`config.mk`:
```
export PLATFORM = sky130hd
export DESIGN_NAME = ex_share_arbiter
export DESIGN_NICKNAME = d
export VERILOG_FILES = /design/src/rtl/ex_share_pkg.sv /design/src/rtl/ex_addsub.sv /design/src/rtl/ex_share_arbiter.sv
export SDC_FILE = /design/constraint.sdc
export NUM_CORES = 1
export LEC_CHECK = 0
export BUFFER_PORTS_ARGS = -buffer_cell sky130_fd_sc_hd__clkbuf_2
export CORE_ASPECT_RATIO = 1.1
export CORE_UTILIZATION = 48
export CTS_BUF_LIST = sky130_fd_sc_hd__clkbuf_4 sky130_fd_sc_hd__clkbuf_8 sky130_fd_sc_hd__clkbuf_16
export DETAILED_ROUTE_END_ITERATION = 8
export PLACE_DENSITY = 0.8
export SLEW_MARGIN = 40
export SYNTH_ARGS = -nofsm -noshare
export SYNTH_HDL_FRONTEND = slang
export SYNTH_HIERARCHICAL = 1
export SYNTH_SLANG_ARGS = --single-unit
```
`constraint.sdc`:
```
create_clock -name CLK -period 6.7 [get_ports CLK]
set_clock_uncertainty 0.2 [all_clocks]
set_input_delay 1.005 -clock CLK [delete_from_list [all_inputs] [get_ports CLK]]
set_output_delay 1.005 -clock CLK [all_outputs]
set_load 0.005 [all_outputs]
```
`src/rtl/ex_share_pkg.sv`:
```
// Shared types and helpers for the round-robin shared add/subtract arbiter.
// Width-generic helpers operate on a 16-requester maximum and are narrowed by the caller.
package ex_share_pkg;

    localparam int MAX_REQ = 16;
    localparam int MAX_IDW = 4;

    typedef enum logic {
        EMPTY = 1'b0,
        FULL  = 1'b1
    } slot_state_e;

    function automatic int calc_idw(input int nreq);
        return (nreq > 1) ? $clog2(nreq) : 1;
    endfunction

    // First valid requester scanning upward from last+1, wrapping at nreq.
    function automatic logic [MAX_REQ-1:0] rr_select(
        input logic [MAX_REQ-1:0] valid,
        input logic [MAX_IDW-1:0] last,
        input int                 nreq
    );
        logic [MAX_REQ-1:0] grant;
        logic               found;
        logic [MAX_IDW-1:0] idx;
        grant = '0;
        found = 1'b0;
        for (int i = 1; i <= MAX_REQ; i++) begin
            idx = MAX_IDW'((int'(last) + i) % nreq);
            if (i <= nreq && !found && valid[idx]) begin
                grant[idx] = 1'b1;
                found      = 1'b1;
            end
        end
        return grant;
    endfunction

endpackage

```
`src/rtl/ex_addsub.sv`:
```
// Shared combinational datapath: res = a + b - DELTA.
// EX_SHARE_ARB_SATURATE_EN selects clamping to [0, 2^NBITS-1] with a sat flag; otherwise wraps.
module ex_addsub #(
    parameter int NBITS = 8,
    parameter int DELTA = 16
) (
    input  logic [NBITS-1:0] a_i,
    input  logic [NBITS-1:0] b_i,
`ifdef EX_SHARE_ARB_SATURATE_EN
    output logic             sat_o,
`endif
    output logic [NBITS-1:0] res_o
);

`ifdef EX_SHARE_ARB_SATURATE_EN
    localparam logic signed [NBITS+1:0] DELTA_S = (NBITS+2)'(DELTA);
    localparam logic signed [NBITS+1:0] MAX_S   = (NBITS+2)'((1 << NBITS) - 1);

    logic signed [NBITS+1:0] sum_s;

    always_comb begin
        sum_s = $signed({2'b00, a_i}) + $signed({2'b00, b_i}) - DELTA_S;
        sat_o = 1'b0;
        res_o = sum_s[NBITS-1:0];
        if (sum_s < 0) begin
            sat_o = 1'b1;
            res_o = '0;
        end else if (sum_s > MAX_S) begin
            sat_o = 1'b1;
            res_o = '1;
        end
    end
`else
    always_comb begin
        res_o = a_i + b_i - NBITS'(DELTA);
    end
`endif

endmodule

```
`src/rtl/ex_share_arbiter.sv`:
```
// Round-robin arbiter feeding one shared add/subtract datapath into a one-entry result slot.
// Optional clamping and RES_SAT output are enabled with EX_SHARE_ARB_SATURATE_EN.
module ex_share_arbiter
    import ex_share_pkg::*;
#(
    parameter  int NREQ  = 4,
    parameter  int NBITS = 8,
    parameter  int DELTA = 16,
    localparam int IDW   = calc_idw(NREQ)
) (
    input  logic                  CLK,
    input  logic                  RST,
    input  logic [NREQ-1:0]       REQ_VALID,
    input  logic [NREQ*NBITS-1:0] REQ_A,
    input  logic [NREQ*NBITS-1:0] REQ_B,
    output logic [NREQ-1:0]       REQ_READY,
    output logic                  RES_VALID,
    output logic [NBITS-1:0]      RES_DATA,
    output logic [IDW-1:0]        RES_ID,
`ifdef EX_SHARE_ARB_SATURATE_EN
    output logic                  RES_SAT,
`endif
    input  logic                  RES_READY
);

    slot_state_e          state_q, state_d;
    logic [NBITS-1:0]     data_q;
    logic [IDW-1:0]       id_q;
    logic [IDW-1:0]       last_q;

    logic                 can_accept;
    logic [MAX_REQ-1:0]   valid_ext;
    logic [MAX_IDW-1:0]   last_ext;
    logic [MAX_REQ-1:0]   grant_full;
    logic [NREQ-1:0]      grant;
    logic                 any_grant;
    logic [IDW-1:0]       win_idx;

    logic [NBITS-1:0]     a_arr [NREQ];
    logic [NBITS-1:0]     b_arr [NREQ];
    logic [NBITS-1:0]     a_sel, b_sel, sum_res;

    generate
        for (genvar gi = 0; gi < NREQ; gi++) begin : g_unpack
            assign a_arr[gi] = REQ_A[gi*NBITS +: NBITS];
            assign b_arr[gi] = REQ_B[gi*NBITS +: NBITS];
        end
    endgenerate

    always_comb begin
        valid_ext              = '0;
        valid_ext[NREQ-1:0]    = REQ_VALID;
        last_ext               = '0;
        last_ext[IDW-1:0]      = last_q;
        can_accept             = (state_q == EMPTY) || RES_READY;
        grant_full             = rr_select(valid_ext, last_ext, NREQ);
        // Nothing is granted while in reset, so LAST keeps its reset value.
        any_grant              = can_accept && !RST && (|grant_full);
        grant                  = any_grant ? grant_full[NREQ-1:0] : '0;
    end

    always_comb begin
        win_idx = '0;
        for (int i = 0; i < NREQ; i++) begin
            if (grant[i]) begin
                win_idx = IDW'(i);
            end
        end
    end

    assign a_sel = a_arr[win_idx];
    assign b_sel = b_arr[win_idx];

`ifdef EX_SHARE_ARB_SATURATE_EN
    logic sat_res;
    logic sat_q;

    ex_addsub #(.NBITS(NBITS), .DELTA(DELTA)) u_addsub (
        .a_i   (a_sel),
        .b_i   (b_sel),
        .sat_o (sat_res),
        .res_o (sum_res)
    );

    always_ff @(posedge CLK) begin
        if (RST) begin
            sat_q <= 1'b0;
        end else if (any_grant) begin
            sat_q <= sat_res;
        end
    end

    assign RES_SAT = sat_q;
`else
    ex_addsub #(.NBITS(NBITS), .DELTA(DELTA)) u_addsub (
        .a_i   (a_sel),
        .b_i   (b_sel),
        .res_o (sum_res)
    );
`endif

    always_comb begin
        state_d = state_q;
        case (state_q)
            EMPTY:   if (any_grant) state_d = FULL;
            FULL:    if (RES_READY && !any_grant) state_d = EMPTY;
            default: state_d = EMPTY;
        endcase
    end

    always_ff @(posedge CLK) begin
        if (RST) begin
            state_q <= EMPTY;
            data_q  <= '0;
            id_q    <= '0;
            last_q  <= IDW'(NREQ - 1);
        end else begin
            state_q <= state_d;
            if (any_grant) begin
                data_q <= sum_res;
                id_q   <= win_idx;
                last_q <= win_idx;
            end
        end
    end

    assign REQ_READY = grant;
    assign RES_VALID = (state_q == FULL);
    assign RES_DATA  = data_q;
    assign RES_ID    = id_q;

endmodule
```
Yosys cells after proc, flatten, opt, wreduce, memory -nomap -nowiden:

Cells that the tools add are included.

* add/sub/neg operators: 6
* multipliers: 0
* div/mod/pow operators: 0
* order comparisons: 9
* equal/unequal tests: 0
* shifts and indexed selects: 0
* multiplexer cells: 36
* bitwise operators: 9
* reductions and logical operators: 21

Operators by type and width (count)
* 2-to-1 mux 16 bit: 4
* OR 16 bit: 3
* binary-select mux 8 bit (select 2 bit): 2
* 2-to-1 mux 8 bit: 4
* < comparator 4 x 5 -> 1 bit, second input constant: 4
* greater-or-equal comparator 4 x 1 -> 1 bit, second input constant: 4
* OR reduction 16 bit: 1
* 2-to-1 mux 1 bit: 14
* binary-select mux 1 bit (select 3 bit): 4
* demux 1 bit (select 3 bit): 4
* logical AND 1 bit: 10
* adder 8 bit: 1
* OR reduction 2 bit: 4
* subtractor 8 x 5 -> 8 bit, second input constant: 1
* logical NOT 1 bit: 5
* adder 2 x 1 -> 2 bit, second input constant: 2
* adder 2 bit, second input constant: 2
* bitwise AND 1 bit, first input constant: 4
* 2-to-1 mux 2 bit: 2
* 2-to-1 mux 4 bit: 1
* greater-or-equal comparator 3 bit, second input constant: 1
* NOT 2 -> 3 bit: 1
* one-hot mux 1 bit (2 select lines): 1
* logical OR 1 bit: 1
* NOT 1 bit: 1

* register bits: 13
* latch bits: 0
* RAM bits: 0
* bits in read-only memories: 0
* output and inout bits: 15
* word-level logic and storage cells: 85
* memories kept: 0

Depth between registers and ports, before layout:

Gate-level depths: netlist of the first run.

* word-level depth: 27
* depth in mapped cells: 20

By module:

The synthesis of the first run kept the hierarchy.

Modules (own cells, without submodules)
* ex_share_arbiter: times used 1, cells each 201, area an instance 1534.0 um^2, sequential area each 260.2 um^2
* ex_addsub: times used 1, cells each 51, area an instance 392.9 um^2, sequential area each 0.0 um^2

Worst setup path after synthesis of the first run:

OpenSTA, ideal clock, no wires.

* kind: input-to-reg
* from: in REQ_VALID[1]
* to: reg data_q[7] (netlist: RES_DATA[7])
* library setup time: 0.121 ns
* data arrival time: 4.620 ns
* data required time: 6.379 ns
* setup slack: 1.759 ns
* cell stages on the path: 16
* path buffers: 1
* cells stage by stage: mux4_2 -> nor2b_4 -> a22o_1 -> o31ai_1 -> clkbuf_1 -> nor4_1 -> nor4_1 -> ha_1 -> ha_1 -> inv_1 -> fa_1 -> nor2b_4 -> o31a_1 -> o22ai_2 -> xnor2_1 -> mux2_2

* word-level cells in the longest chain between the ends: 24
* elaborated cells between the ends (all ways): 39
* those cells by class: 2 x add/sub; 25 x mux; 4 x bitwise; 8 x reduce/logical

RTL lines
* from (decl): line ex_share_arbiter.sv:13 `input logic [NREQ-1:0] REQ_VALID,`
* binary-select mux 1 bit (select 3 bit): line ex_share_pkg.sv:30 `if (i <= nreq && !found && valid[idx]) begin`
* 2-to-1 mux 1 bit (not written as such): line ex_share_pkg.sv:30
* 2-to-1 mux 1 bit: line ex_share_pkg.sv:30
* logical NOT 1 bit: line ex_share_pkg.sv:30
* logical AND 1 bit: line ex_share_pkg.sv:30
* 2-to-1 mux 1 bit: line ex_share_pkg.sv:30
* logical NOT 1 bit: line ex_share_pkg.sv:30
* logical AND 1 bit: line ex_share_pkg.sv:30
* (+9 left out)
* 2-to-1 mux 2 bit (*): line ex_share_arbiter.sv:65 `if (grant[i]) begin`
* NOT 2 -> 3 bit (not written as such) (*): line ex_share_arbiter.sv:71 `assign a_sel = a_arr[win_idx];`
* binary-select mux 8 bit (select 2 bit) (*): line ex_share_arbiter.sv:71
* 2-to-1 mux 8 bit (not written as such) (*) (2 in series): line ex_share_arbiter.sv:71
* via a_sel[1]: line ex_share_arbiter.sv:41 `logic [NBITS-1:0] a_sel, b_sel, sum_res;`
* adder 8 bit (*): line ex_addsub.sv:35 `res_o = a_i + b_i - NBITS'(DELTA);`
* subtractor 8 x 5 -> 8 bit (*): line ex_addsub.sv:35
* via sum_res[7]: line ex_share_arbiter.sv:41
* to (signal assigned): line ex_share_arbiter.sv:120 `data_q <= sum_res;`
* to (decl): line ex_share_arbiter.sv:27 `logic [NBITS-1:0] data_q;`

Mark *: on every way through the listed nets, which the timed path passes. The rest lies on a longest branch. The select of a mux whose other input is x is not followed.
A chain may end at the register's enable or synchronous reset.

Final worst setup path of the first run:

* from: reg last_q[0]
* to: reg data_q[7] (netlist: RES_DATA[7])

* word-level cells in the longest chain between the ends: 27
* elaborated cells between the ends (all ways): 71
* those cells by class: 6 x add/sub; 8 x order compare; 33 x mux; 8 x bitwise; 16 x reduce/logical

RTL lines
* from (decl): line ex_share_arbiter.sv:29 `logic [IDW-1:0] last_q;`
* from (signal assigned): line ex_share_arbiter.sv:116 `last_q <= IDW'(NREQ - 1);`
* from (signal assigned): line ex_share_arbiter.sv:122 `last_q <= win_idx;`
* branches (longest 14 deep; another with < comparator 4 x 5 -> 1 bit)
* 2-to-1 mux 16 bit (*): line ex_share_pkg.sv:30
* OR reduction 16 bit: line ex_share_arbiter.sv:58 `any_grant = can_accept && !RST && (|grant_full);`
* logical AND 1 bit: line ex_share_arbiter.sv:58
* 2-to-1 mux 4 bit (*): line ex_share_arbiter.sv:59 `grant = any_grant ? grant_full[NREQ-1:0] : '0;`
* 2-to-1 mux 1 bit: line ex_share_arbiter.sv:65
* 2-to-1 mux 2 bit: line ex_share_arbiter.sv:65
* 2-to-1 mux 2 bit (*): line ex_share_arbiter.sv:65
* NOT 2 -> 3 bit (not written as such) (*): line ex_share_arbiter.sv:72 `assign b_sel = b_arr[win_idx];`
* binary-select mux 8 bit (select 2 bit) (*): line ex_share_arbiter.sv:72
* 2-to-1 mux 8 bit (not written as such) (*) (2 in series): line ex_share_arbiter.sv:72
* via b_sel[3]: line ex_share_arbiter.sv:41
* adder 8 bit (*): line ex_addsub.sv:35
* subtractor 8 x 5 -> 8 bit (*): line ex_addsub.sv:35
* via sum_res[7]: line ex_share_arbiter.sv:41

Mark *: on every way through the listed nets, which the timed path passes. The select of a mux whose other input is x is not followed.

==> metrics.txt, run 1 <==
Clock Power Share=0.050; WHS Path Cells=2; HP Start=RES_ID[0]; wire length on met3=323 um; DR vias/cell=5.82; Sw Share=0.508; CTS H-Tree Depth=1; syn nets=345; die width=62.4 um; status=finished clean; arrival time at the worst endpoint=5.17 ns; critical-path cell list=inv_1 -> ha_1 -> and3b_1 -> a211oi_1 -> nor4b_1 -> o31ai_2 -> buf_4 -> o22ai_1 -> nor4_1 -> ha_1 -> ha_1 -> nor2b_4 -> o31a_1 -> o22ai_2 -> xnor2_1 -> mux2_2; endpoints failing hold=0; fmax=0.191 GHz; static leakage=1.15 nW; setup TNS=0 ns; residual DRC count=0; maximum number of pins on one net before global-route repair=52; synth unique cells=42; Yosys top cell by area=nor4_1; Critical Path RT=6.63 ns; Initial Util=0.515; Root Buffer Master=clkbuf_8; sequential area share after synthesis=0.135; Port-buffer cells=85; Post-CTS Setup Inserts=0; CP max-delay cell=o31ai_2; Crit Path Max Fanout=13; max-capacitance violation count=0; vias in the first global route=1932; final number of setup-violating endpoints=0; clock tree buffer depth=2; Critical R2R Capture=RES_DATA[7]; grt total ovfl=0; hold crit path type=reg2reg; number of fill cells=357; Total Die Area=0.00427 sq mm; setup repair after global routing missed its margin=no; FF+latch count, synth=13; reg-to-reg slack, setup=1.46 ns; commonest cells after routing, fill and taps aside=clkbuf_2, nor4_1, inv_1; part of the power in registers=0.098; minimum clock period after layout=5.24 ns; Final Cycle Share=0.782; routed wire length per instance=14.0 um; Avg Cell Area, Syn=7.65 sq um; Final Wtd Congestion=0.874; Ys Warns=6; post-route ant nets=0; # resized after CTS=0; CP Class=reg2reg; internal cell power=0.717 mW; Max Slew Vio Count=0; # hold bufs at CTS=0; DP Cell Count=373; initial DRC count=263; CTS tree=done; area share of the largest cell type after synthesis=0.156; most common cell after layout, fill and taps aside=clkbuf_2; M1 WL=2.39 mm; uppermost layer routed=met4; Slew Limit Headroom=0.467; slowest stage delay, CP=0.71 ns; Reg2Reg Launch Point=last_q[0]; Worst R2R Path Depth=16; CP endpoint kind=register; Layout Nets=421; Top delay family on crit path=compound AO/OA/AOI/OAI gates; Tot GR Track Use=0.245; total CTS buffers=3; Hold EP=RES_ID[0]; final wirelength=5.29 mm; DPL Wire Length=4.10 mm; Fin Hold WS=0.332 ns; pwr dens=599 mW/mm^2; Non-Filler Instances=377; I/O pin cnt=86; Core ar.=0.00374 sq mm; synthesized area=0.00193 sq mm; Least-Margin Pin Slew=0.795 ns; CTS clk-pin slew, worst paths=0.05 ns; Critical path buffers and inverters=2; global-route wire length before repair=8.51 mm; Worst-Skew Late Latency=0.24 ns; clock sinks=13; Initial DRT Pass Iterations=4; top post-synthesis cells by area=nor4_1, ha_1, dfxtp_1; n_diodes=0; Psw=0.740 mW; initial antenna violation count=0; Syn Inst Count=252; total number of vias=2195; share of cells above drive strength 1=0.355; cell mode on critical path=ha_1; Rows=23; Area growth syn-to-layout=26.2%; worst vdd ir=0.000394 V; met2 WL=2.54 mm; Combinational Power Share=0.852; Vert. Die Dim=68.5 um; startpoint types=register
==> registers in the layout, indices dropped and copies added, names as in the netlist <==
register   cells
RES_DATA       8
last_q         2
RES_VALID      1
RES_ID         2
==> power by group through the flow <==
stage,Sequential [mW],Clock [mW],Combinational [mW]
2_1_floorplan,0.136,0,0.990
3_3_place_gp,0.142,0,1.20
3_5_place_dp,0.144,0,1.23
4_1_cts,0.143,0.0755,1.24
5_1_grt,0.147,0.0788,1.39
6_report,0.143,0.0728,1.24
==> final cells by class <==
class	count	area, sq um	area share
Clock buffer	4	48.8	0.0201
Inverter	22	82.6	0.0340
Multi-Input combinational cell	198	1520	0.623
Sequential cell	13	260	0.107
Tap cell	50	62.6	0.0257
Timing Repair Buffer	90	463	0.190
==> per-stage QoR <==
step / area, sq um / total power [mW] / setup WS (ns) / utilization
after CTS: 2430 / 1.46 / 1.48 / 0.650
after detailed placement: 2380 / 1.38 / 1.32 / 0.637
final: 2430 / 1.46 / 1.46 / 0.650
after global placement: 2380 / 1.35 / 1.15 / 0.636
after floorplan: 1930 / 1.13 / 1.76 / -
after global routing: 2430 / 1.61 / 1.07 / 0.650
==> cells by family after synthesis <==
logic type | share of synthesized area
adders and majority gates | 0.147
buffers and inverters | 0.0883
muxes | 0.0701
and+or+nand+nor | 0.347
AOI/OAI and AO/OA | 0.186
xor gates and xnor gates | 0.0273
DFF | 0.135
==> worst register-to-register path, cell delays in order, from the launching register on <==
cell and delay, ns:
dfxtp_1 0.62, inv_1 0.22, ha_1 0.40, and3b_1 0.18, a211oi_1 0.45, nor4b_1 0.15, o31ai_2 0.71, buf_4 0.28
o22ai_1 0.09, nor4_1 0.31, ha_1 0.30, ha_1 0.35, nor2b_4 0.14, o31a_1 0.26, o22ai_2 0.13, xnor2_1 0.08
mux2_2 0.26
==> synthesized netlist by cell type (all sizes together) <==
cell and number:
o211ai 1, a31oi 2, a221o 1, nor4 48, o31a 1, clkbuf 14, o31ai 3, a2111o 1
nand2b 2, nor4b 3, ha 21, o41ai 1, o22ai 18, xnor2 6, nor3 19, nand2 8
a22o 2, a211oi 2, buf 5, fa 1, a21oi 6, nor2b 13, nand3b 1, or3 3
o21ai 4, nor3b 1, inv 22, o21a 1, or2 2, o2bb2ai 2, nor2 7, dfxtp 13
mux2 8, and3b 3, a21boi 3, mux4 2, or3b 1, o32ai 1
==> how the worst max path moves through the flow <==
stage          slack [ns]         start  depth (start not counted)          end
2_1_floorplan        1.76  REQ_VALID[1]                         16  RES_DATA[7]
3_3_place_gp         1.15  REQ_VALID[2]                         16  RES_DATA[7]
3_5_place_dp         1.32  REQ_VALID[2]                         16  RES_DATA[7]
4_1_cts              1.48     last_q[0]                         18  RES_DATA[7]
5_1_grt              1.07     last_q[0]                         18  RES_DATA[7]
6_report             1.46     last_q[0]                         16  RES_DATA[7]
==> routing by layer <==
layer | track usage | vias up
met2 | 0.450 | 94
met1 | 0.303 | 973
li1 | - | 1123
met5 | 0 | -
met4 | 0.0785 | 0
met3 | 0.0250 | 5
Power figures use the tool's default switching activity.
==> run 2: changes to the inputs <==
ABC_AREA = 1   (was not set)
CORE_UTILIZATION = 51   (was 48)
PLACE_DENSITY = 0.81   (was 0.8)
clock period = 5 ns   (was 6.7 ns; I/O delays follow)
==> run 2 against run 1 <==
  * Via count increased by 13%
  * Worst hold slack got worse by 0.057 ns
  * Register-to-register slack got worse by 0.88 ns
  * Maximum frequency increased by 18%
  * Area after synthesis increased by 19%
  * Cell count increased by 38%
  * Global-route usage decreased by 0.61 points
  * Critical path depth increased by 11
  * Final area increased by 13%
  * Worst setup slack got worse by 0.88 ns
  * Largest cell class unchanged
  * Highest routed layer unchanged
==> metrics.txt, run 2 <==
initial antenna violation count=0; fin area=0.00275 sq mm; Top delay family on crit path=simple AND/OR/NAND/NOR gates; Tot GR Track Use=0.239; minimum clock period after layout=4.42 ns; maximum number of pins on one net before global-route repair=34; sequential area share after synthesis=0.113; Core ar.=0.00432 sq mm; routed wire length per instance=10.3 um; final number of setup-violating endpoints=0; syn nets=484; Root Buffer Master=clkbuf_8; CTS H-Tree Depth=1; Cell Area, Placed=0.00271 sq mm; share of cells above drive strength 1=0.248; cell with the most instances after synthesis=nand2_1; setup repair after global routing missed its margin=no; Total Die Area=0.00478 sq mm; status=finished clean; final wirelength=5.39 mm; Synth top cells by count=nand2_1, inv_1, nand3_1, ha_1, nand3b_1; startpoint types=register; post-route ant nets=0; CTS tree=done; synthesized area=0.00230 sq mm; cell mode on critical path=nand2_1; Port-buffer cells=85; ys flop type=dfxtp_1; Crit Path Max Fanout=32; register area=260 sq um; Critical path buffers and inverters=6; number of fill cells=403; CTS clk-pin slew, worst paths=0.05 ns; synth unique cells=30; most common cell after layout, fill and taps aside=nand2_1; Syn Inst Count=391; clock sinks=13; # hold bufs at CTS=0; CP endpoint kind=register; grt total ovfl=0; Rows=25; endpoints failing hold=0; area of the multi-input gates=0.00159 sq mm; global-route wire length before repair=9.27 mm; Avg Cell Area, Syn=5.88 sq um; Critical Path RT=4.93 ns; CP max-delay cell=dfxtp_1; commonest cells after routing, fill and taps aside=nand2_1, clkbuf_2, inv_1; total CTS buffers=3; Vert. Die Dim=72.4 um; Max Slew Vio Count=0; Post-synth ARST share=0; Area growth syn-to-layout=19.8%; n_diodes=0; residual DRC count=0; Least-Margin Pin Slew=0.535 ns; I/O pin cnt=86; Final Cycle Share=0.885; EDFF count, synth=0; DPL Wire Length=4.49 mm; Layout Utilization=0.638; fmax=0.226 GHz; Ys Warns=6; slowest stage delay, CP=0.63 ns; die width=66.0 um; Initial DRT Pass Iterations=4; FF+latch count, synth=13; vias in the first global route=2263; hold crit path type=reg2reg; Layout Nets=562; Initial Util=0.532; max-capacitance violation count=0; initial DRC count=122; Slew Limit Headroom=0.642; CP Class=reg2reg; clock tree buffer depth=2; top post-synthesis cells by area=nand2_1, nand3_1, inv_1; Yosys top cell by area=nand2_1; Final Wtd Congestion=0.906; arrival time at the worst endpoint=4.36 ns; Worst-Skew Late Latency=0.24 ns; Post-CTS Setup Inserts=0; total number of vias=2475; setup TNS=0 ns; # resized after CTS=0; area share of the largest cell type after synthesis=0.201; number of flip-flops in the largest register=8; DR vias/cell=4.74
-- run 2: cell types whose count changed after synthesis, moves of 11 or more --
cell,before,now
clkbuf_1,14,1
inv_1,22,84
nand2_1,8,123
nand3_1,0,73
nand3b_1,1,17
nor2b_1,11,0
nor3_1,19,1
nor4_1,48,0
o22ai_1,17,0
-- run 2: path summary, 6_finish.rpt --
check,slack [ns],depth (start not counted),endpoint,startpoint
worst max register to register,0.58,27,RES_DATA[7],last_q[0]
worst min-delay path,0.27,2,RES_DATA[1],RES_DATA[1]
worst min register to register,0.27,2,RES_DATA[1],RES_DATA[1]
worst max-delay path,0.58,27,RES_DATA[7],last_q[0]
-- run 2: cell type report --
| cell class | count | area share |
|---|---|---|
| clock buffer | 4 | 0.0177 |
| multi-input combinational | 273 | 0.576 |
| tap | 54 | 0.0245 |
| sequential | 13 | 0.0945 |
| inverter | 91 | 0.128 |
| timing repair buffer | 87 | 0.160 |
-- run 2: through the flow --
stage | setup WS, ns | hold slack [ns] | cells
after global routing | 0.252 | 0.291 | 522
after detailed placement | 0.589 | 0.261 | 518
after floorplan | 1.10 | 0.259 | 391
after CTS | 0.573 | 0.275 | 522
after global placement | 0.703 | 0.258 | 518
final | 0.577 | 0.275 | 522
-- run 2: kinds of logic after synthesis --
logic type,synth area share
simple gates,0.537
buf+inv,0.197
fa+ha+maj,0.123
flops,0.113
compound gates,0.0185
xor+xnor,0.0114
-- run 2: layer usage --
| metal | GRT usage | routed length (um) |
|---|---|---|
| met1 | 0.296 | 2480 |
| met2 | 0.454 | 2600 |
| met3 | 0.00786 | 264 |
| met4 | 0.0449 | 43 |
| met5 | 0 | 0 |
-- run 2: worst min-delay path: cells and delay by family, from the launching register on --
kind          cells  cell delay (ns)
flops             1             0.31
simple gates      2             0.12
Power of run 2 is not shown: default switching activity piles up to over one toggle a cycle in this logic, so the estimate is an artifact.
